[config.mk]
export PLATFORM = sky130hd
export DESIGN_NAME = click_join_sync
export DESIGN_NICKNAME = d
export VERILOG_FILES = /design/src/rtl/click_join_sync.sv
export SDC_FILE = /design/constraint.sdc
export NUM_CORES = 1
export LEC_CHECK = 0
export CAP_MARGIN = 10
export CORE_MARGIN = 4
export CORE_UTILIZATION = 46
export CTS_BUF_LIST = sky130_fd_sc_hd__clkbuf_2
export DETAILED_ROUTE_END_ITERATION = 10
export GPL_TIMING_DRIVEN = 0
export PLACE_DENSITY = 0.81
export SYNTH_ARGS = -nofsm -noshare
export SYNTH_HDL_FRONTEND = slang
export SYNTH_SLANG_ARGS = --single-unit
[constraint.sdc]
create_clock -name clk -period 1.8 [get_ports clk]
set_input_delay 0.18 -clock clk [delete_from_list [all_inputs] [get_ports clk]]
set_output_delay 0.18 -clock clk [all_outputs]
set_load 0.02 [all_outputs]
[src/rtl/click_join_sync.sv]
// rtl/click_join_sync.sv - clocked 2-phase click join of channels A and B into one output token
module click_join_sync #(
    parameter int   DATA_WIDTH  = 8,
    parameter logic PHASE_INIT  = 1'b0,
    parameter int   SYNC_STAGES = 2,
    parameter int   COUNT_WIDTH = 16
) (
    input  logic                    clk,
    input  logic                    rst,
    input  logic                    inA_req,
    input  logic [DATA_WIDTH-1:0]   inA_data,
    output logic                    inA_ack,
    input  logic                    inB_req,
    input  logic [DATA_WIDTH-1:0]   inB_data,
    output logic                    inB_ack,
    output logic                    out_req,
    output logic [2*DATA_WIDTH-1:0] out_data,
    input  logic                    out_ack,
    output logic [COUNT_WIDTH-1:0]  join_count
);

    typedef enum logic {
        IDLE = 1'b0,
        SEND = 1'b1
    } state_t;

    localparam logic [SYNC_STAGES-1:0] SYNC_INIT = {SYNC_STAGES{PHASE_INIT}};

    state_t                  state_q, state_d;
    logic [SYNC_STAGES-1:0]  sync_a_q, sync_a_d;
    logic [SYNC_STAGES-1:0]  sync_b_q, sync_b_d;
    logic [SYNC_STAGES-1:0]  sync_o_q, sync_o_d;
    logic                    ack_a_q, ack_a_d;
    logic                    ack_b_q, ack_b_d;
    logic                    out_req_q, out_req_d;
    logic [2*DATA_WIDTH-1:0] out_data_q, out_data_d;
    logic [COUNT_WIDTH-1:0]  count_q, count_d;

    logic a_pending, b_pending, out_done;

    // Only the last stage of each synchronizer is ever looked at by control logic.
    assign a_pending = sync_a_q[SYNC_STAGES-1] != ack_a_q;
    assign b_pending = sync_b_q[SYNC_STAGES-1] != ack_b_q;
    assign out_done  = sync_o_q[SYNC_STAGES-1] == out_req_q;

    always_comb begin
        state_d    = state_q;
        sync_a_d   = {sync_a_q[SYNC_STAGES-2:0], inA_req};
        sync_b_d   = {sync_b_q[SYNC_STAGES-2:0], inB_req};
        sync_o_d   = {sync_o_q[SYNC_STAGES-2:0], out_ack};
        ack_a_d    = ack_a_q;
        ack_b_d    = ack_b_q;
        out_req_d  = out_req_q;
        out_data_d = out_data_q;
        count_d    = count_q;
        case (state_q)
            IDLE: begin
                if (a_pending && b_pending) begin
                    out_data_d = {inB_data, inA_data};
                    out_req_d  = ~out_req_q;
                    state_d    = SEND;
                end
            end
            SEND: begin
                // Both inputs are released on the same edge once downstream consumed the token.
                if (out_done) begin
                    ack_a_d = ~ack_a_q;
                    ack_b_d = ~ack_b_q;
                    count_d = count_q + COUNT_WIDTH'(1);
                    state_d = IDLE;
                end
            end
            default: state_d = IDLE;
        endcase
    end

    always_ff @(posedge clk) begin
        if (rst) begin
            state_q    <= IDLE;
            sync_a_q   <= SYNC_INIT;
            sync_b_q   <= SYNC_INIT;
            sync_o_q   <= SYNC_INIT;
            ack_a_q    <= PHASE_INIT;
            ack_b_q    <= PHASE_INIT;
            out_req_q  <= PHASE_INIT;
            out_data_q <= '0;
            count_q    <= '0;
        end else begin
            state_q    <= state_d;
            sync_a_q   <= sync_a_d;
            sync_b_q   <= sync_b_d;
            sync_o_q   <= sync_o_d;
            ack_a_q    <= ack_a_d;
            ack_b_q    <= ack_b_d;
            out_req_q  <= out_req_d;
            out_data_q <= out_data_d;
            count_q    <= count_d;
        end
    end

    assign inA_ack    = ack_a_q;
    assign inB_ack    = ack_b_q;
    assign out_req    = out_req_q;
    assign out_data   = out_data_q;
    assign join_count = count_q;

endmodule

==> results.yml <==
synth:
  syn_nets: 191
  synth_area_leaders: "dfxtp_1 (51%), mux2i_1 (9.8%), nor2_1 (7.6%)"
  syn_inst: 169
  yosysWarnings: 0
  synth_ff_type: "dfxtp_1"
  synth_edf_count: 0
  yosysTopAreaCell: "dfxtp_1"
  async_reset_ff_frac: 0
  syn_avg_cell_area_um2: 9.68
  ys_seq_area_frac: 0.514
  ys_ff_latch: 42
  syn_area_mm2: 0.00164
  synthDistinctLibCells: 25
  yosysTopAreaCellShare: 0.514
power_and_ir_drop:
  internal-power_mw: 1.10
  seqPwrFrac: 0.666
  power.leakage_nw: 0.795
  power_frac_clock: 0.265
  switchingPower_uw: 322
  peakVddDrop_mv: 0.464
  cellPowerDensity_mw_per_mm2: 621
  power.total_mw: 1.42
  sw_frac_of_total: 0.226
  p_comb_frac: 0.070
timing:
  skew_ns: 0.00226
  fin_crit_sh: 0.946
  period_needed_ns: 1.70
  finalHoldViolations: 0
  whs_ns: 0.207
  clock.fmax_mhz: 587
  slew_viol_final: 0
  worst_pin_slew_ns: 0.523
  slew-limit-headroom: 0.652
  finalSetupViolCount: 0
clocking:
  cts_max_path_buffers: 2
  cts_buffers: 5
  clk_latency_ns: 0.38
  cts_root_buf: "clkbuf_2"
  hold_buffers: 0
  cts_max_level: 2
  cts_tree: "done"
  clk_pin_slew_ns: 0.18
  clock-sinks: 42
grt:
  grt_pass1_wl_um: 6100
  antenna_found_initial: 0
  overflow: 0
  grt_max_degree: 12
  track_usage: 0.175
  grt_pass1_vias: 1347
floorplan:
  die-area_mm2: 0.00458
  die_x_um: 67.6
  start_util: 0.483
  rows: 21
  die_y_um: 67.6
  core_area_mm2: 0.00339
  boundaryPins: 56
setup_path:
  worst-path-max-fanout: 6
  start_kind: "flop"
  worst_setup_path_end_kind: "flop"
  path_class: "reg -> reg"
  cp.arrival_ns: 2.04
  required_ns: 2.13
placed_design:
  gp_congestion: 0.801
  dp_cells: 269
  hpwl_um: 2540
  numPortBuffers: 54
route:
  detail-route-antenna-nets: 0
  firstDrtPassIters: 4
  first_iter_violations: 97
  wire_per_inst_um: 12.5
  drc: 0
  routed_via_density: 4.87
  num_vias: 1340
  routed_wl_um: 3440
run_status:
  status: "finished, final reports clean"
cells_and_area:
  drive_gt1_frac: 0.0917
  area_growth_pct: 40.0
  fin_nets: 251
  final_common_cell: "clkdlybuf4s50_1"
  stdcell_count: 275
  antenna_cells: 0
  most-common-layout-cells: "clkdlybuf4s50_1 (54), dfxtp_1 (37), nor2_1 (33)"
hold_path:
  hold_class: "in -> reg"
run:
  cap_viol_max_count: 0
==> state kept, by name (all words and copies together) (netlist names) <==
signal      cells
inB_ack         1
sync_a_q        2
out_req         1
out_data       16
state_q         1
inA_ack         1
sync_o_q        2
join_count     16
sync_b_q        2
==> worst max-delay path, stage by stage, from the launching register on <==
cell	delay (ns)
dfxtp_1	0.48
nand4_4	0.15
or3_4	0.44
or4_1	0.44
a21oi_2	0.15
==> metal layers <==
metal | wire length, µm | part of all wire | GRT usage | vias up
met2 | 1640 | 0.48 | 0.289 | 38
met4 | 54 | 0.016 | 0.0684 | 0
met1 | 1540 | 0.45 | 0.214 | 608
met5 | 0 | 0 | 0 | -
li1 | - | - | - | 689
met3 | 203 | 0.059 | 0.0483 | 5
==> cells in the mapped netlist, types with 5 or more instances <==
master and instances:
xor2_1 7, nand2_1 5, a21oi_1 6, nand3_1 8, dfxtp_1 42, xnor2_1 9
nor2b_1 8, nor2_1 33, mux2i_1 16, clkbuf_1 6
==> area by class of cell <==
type	instances	area, µm²
Fill cell	268	1100
Clock buffer	7	35.0
Sequential cell	42	847
Tap cell	46	57.6
Multi-Input combinational cell	118	769
Timing Repair Buffer	54	541
Buffer	8	41.3
==> worst paths after layout <==
path / startpoint / endpoint / slack, ns / cells after the start
worst max-delay path: join_count[2]$_SDFFE_PP0P_ / join_count[13]$_SDFFE_PP0P_ / 0.1 / 4
worst min-delay path: rst / join_count[12]$_SDFFE_PP0P_ / 0.21 / 3
worst max register to register: join_count[2]$_SDFFE_PP0P_ / join_count[13]$_SDFFE_PP0P_ / 0.1 / 4
worst min register to register: sync_b_q[0]$_SDFF_PP0_ / sync_b_q[1]$_SDFF_PP0_ / 0.46 / 1
==> power groups by stage <==
stage	Sequential, mW	Clock [mW]	Combinational [mW]
6_report	0.947	0.376	0.0991
5_1_grt	0.950	0.423	0.109
4_1_cts	0.947	0.389	0.0995
3_5_place_dp	0.966	0	0.0990
3_3_place_gp	0.966	0	0.0969
2_1_floorplan	0.971	0	0.0349
==> cell families (layout without fill, tap and decap cells) <==
group | Yosys count | after routing | share of synthesized area
multiplexers | 18 | 18 | 0.112
XOR/XNOR | 16 | 16 | 0.0856
AO/OA/AOI/OAI | 10 | 10 | 0.0321
AND/OR/NAND/NOR | 73 | 73 | 0.226
flip-flops | 42 | 42 | 0.514
adder cells (fa/ha/maj) | 1 | 1 | 0.00764
buffers and inverters | 9 | 69 | 0.0229
==> through the flow <==
stage	util	setup slack [ns]	setup TNS, ns	area (µm²)
final	0.676	0.0965	0	2290
after global routing	0.676	-0.0182	-0.0182	2290
after CTS	0.670	0.0179	0	2270
after detailed placement	0.659	0.0424	0	2230
after global placement	0.659	0.0743	0	2230
after floorplan	-	0.0566	0	1640
==> repair_timing <==
item                       in CTS  in global routing
gates resized for setup         1                 11
cloned                          0                  0
buffers inserted                0                  0
setup endpoints to repair       1                 15
pin swaps                       0                  1
Note: power is estimated with default switching activity, not from simulation.
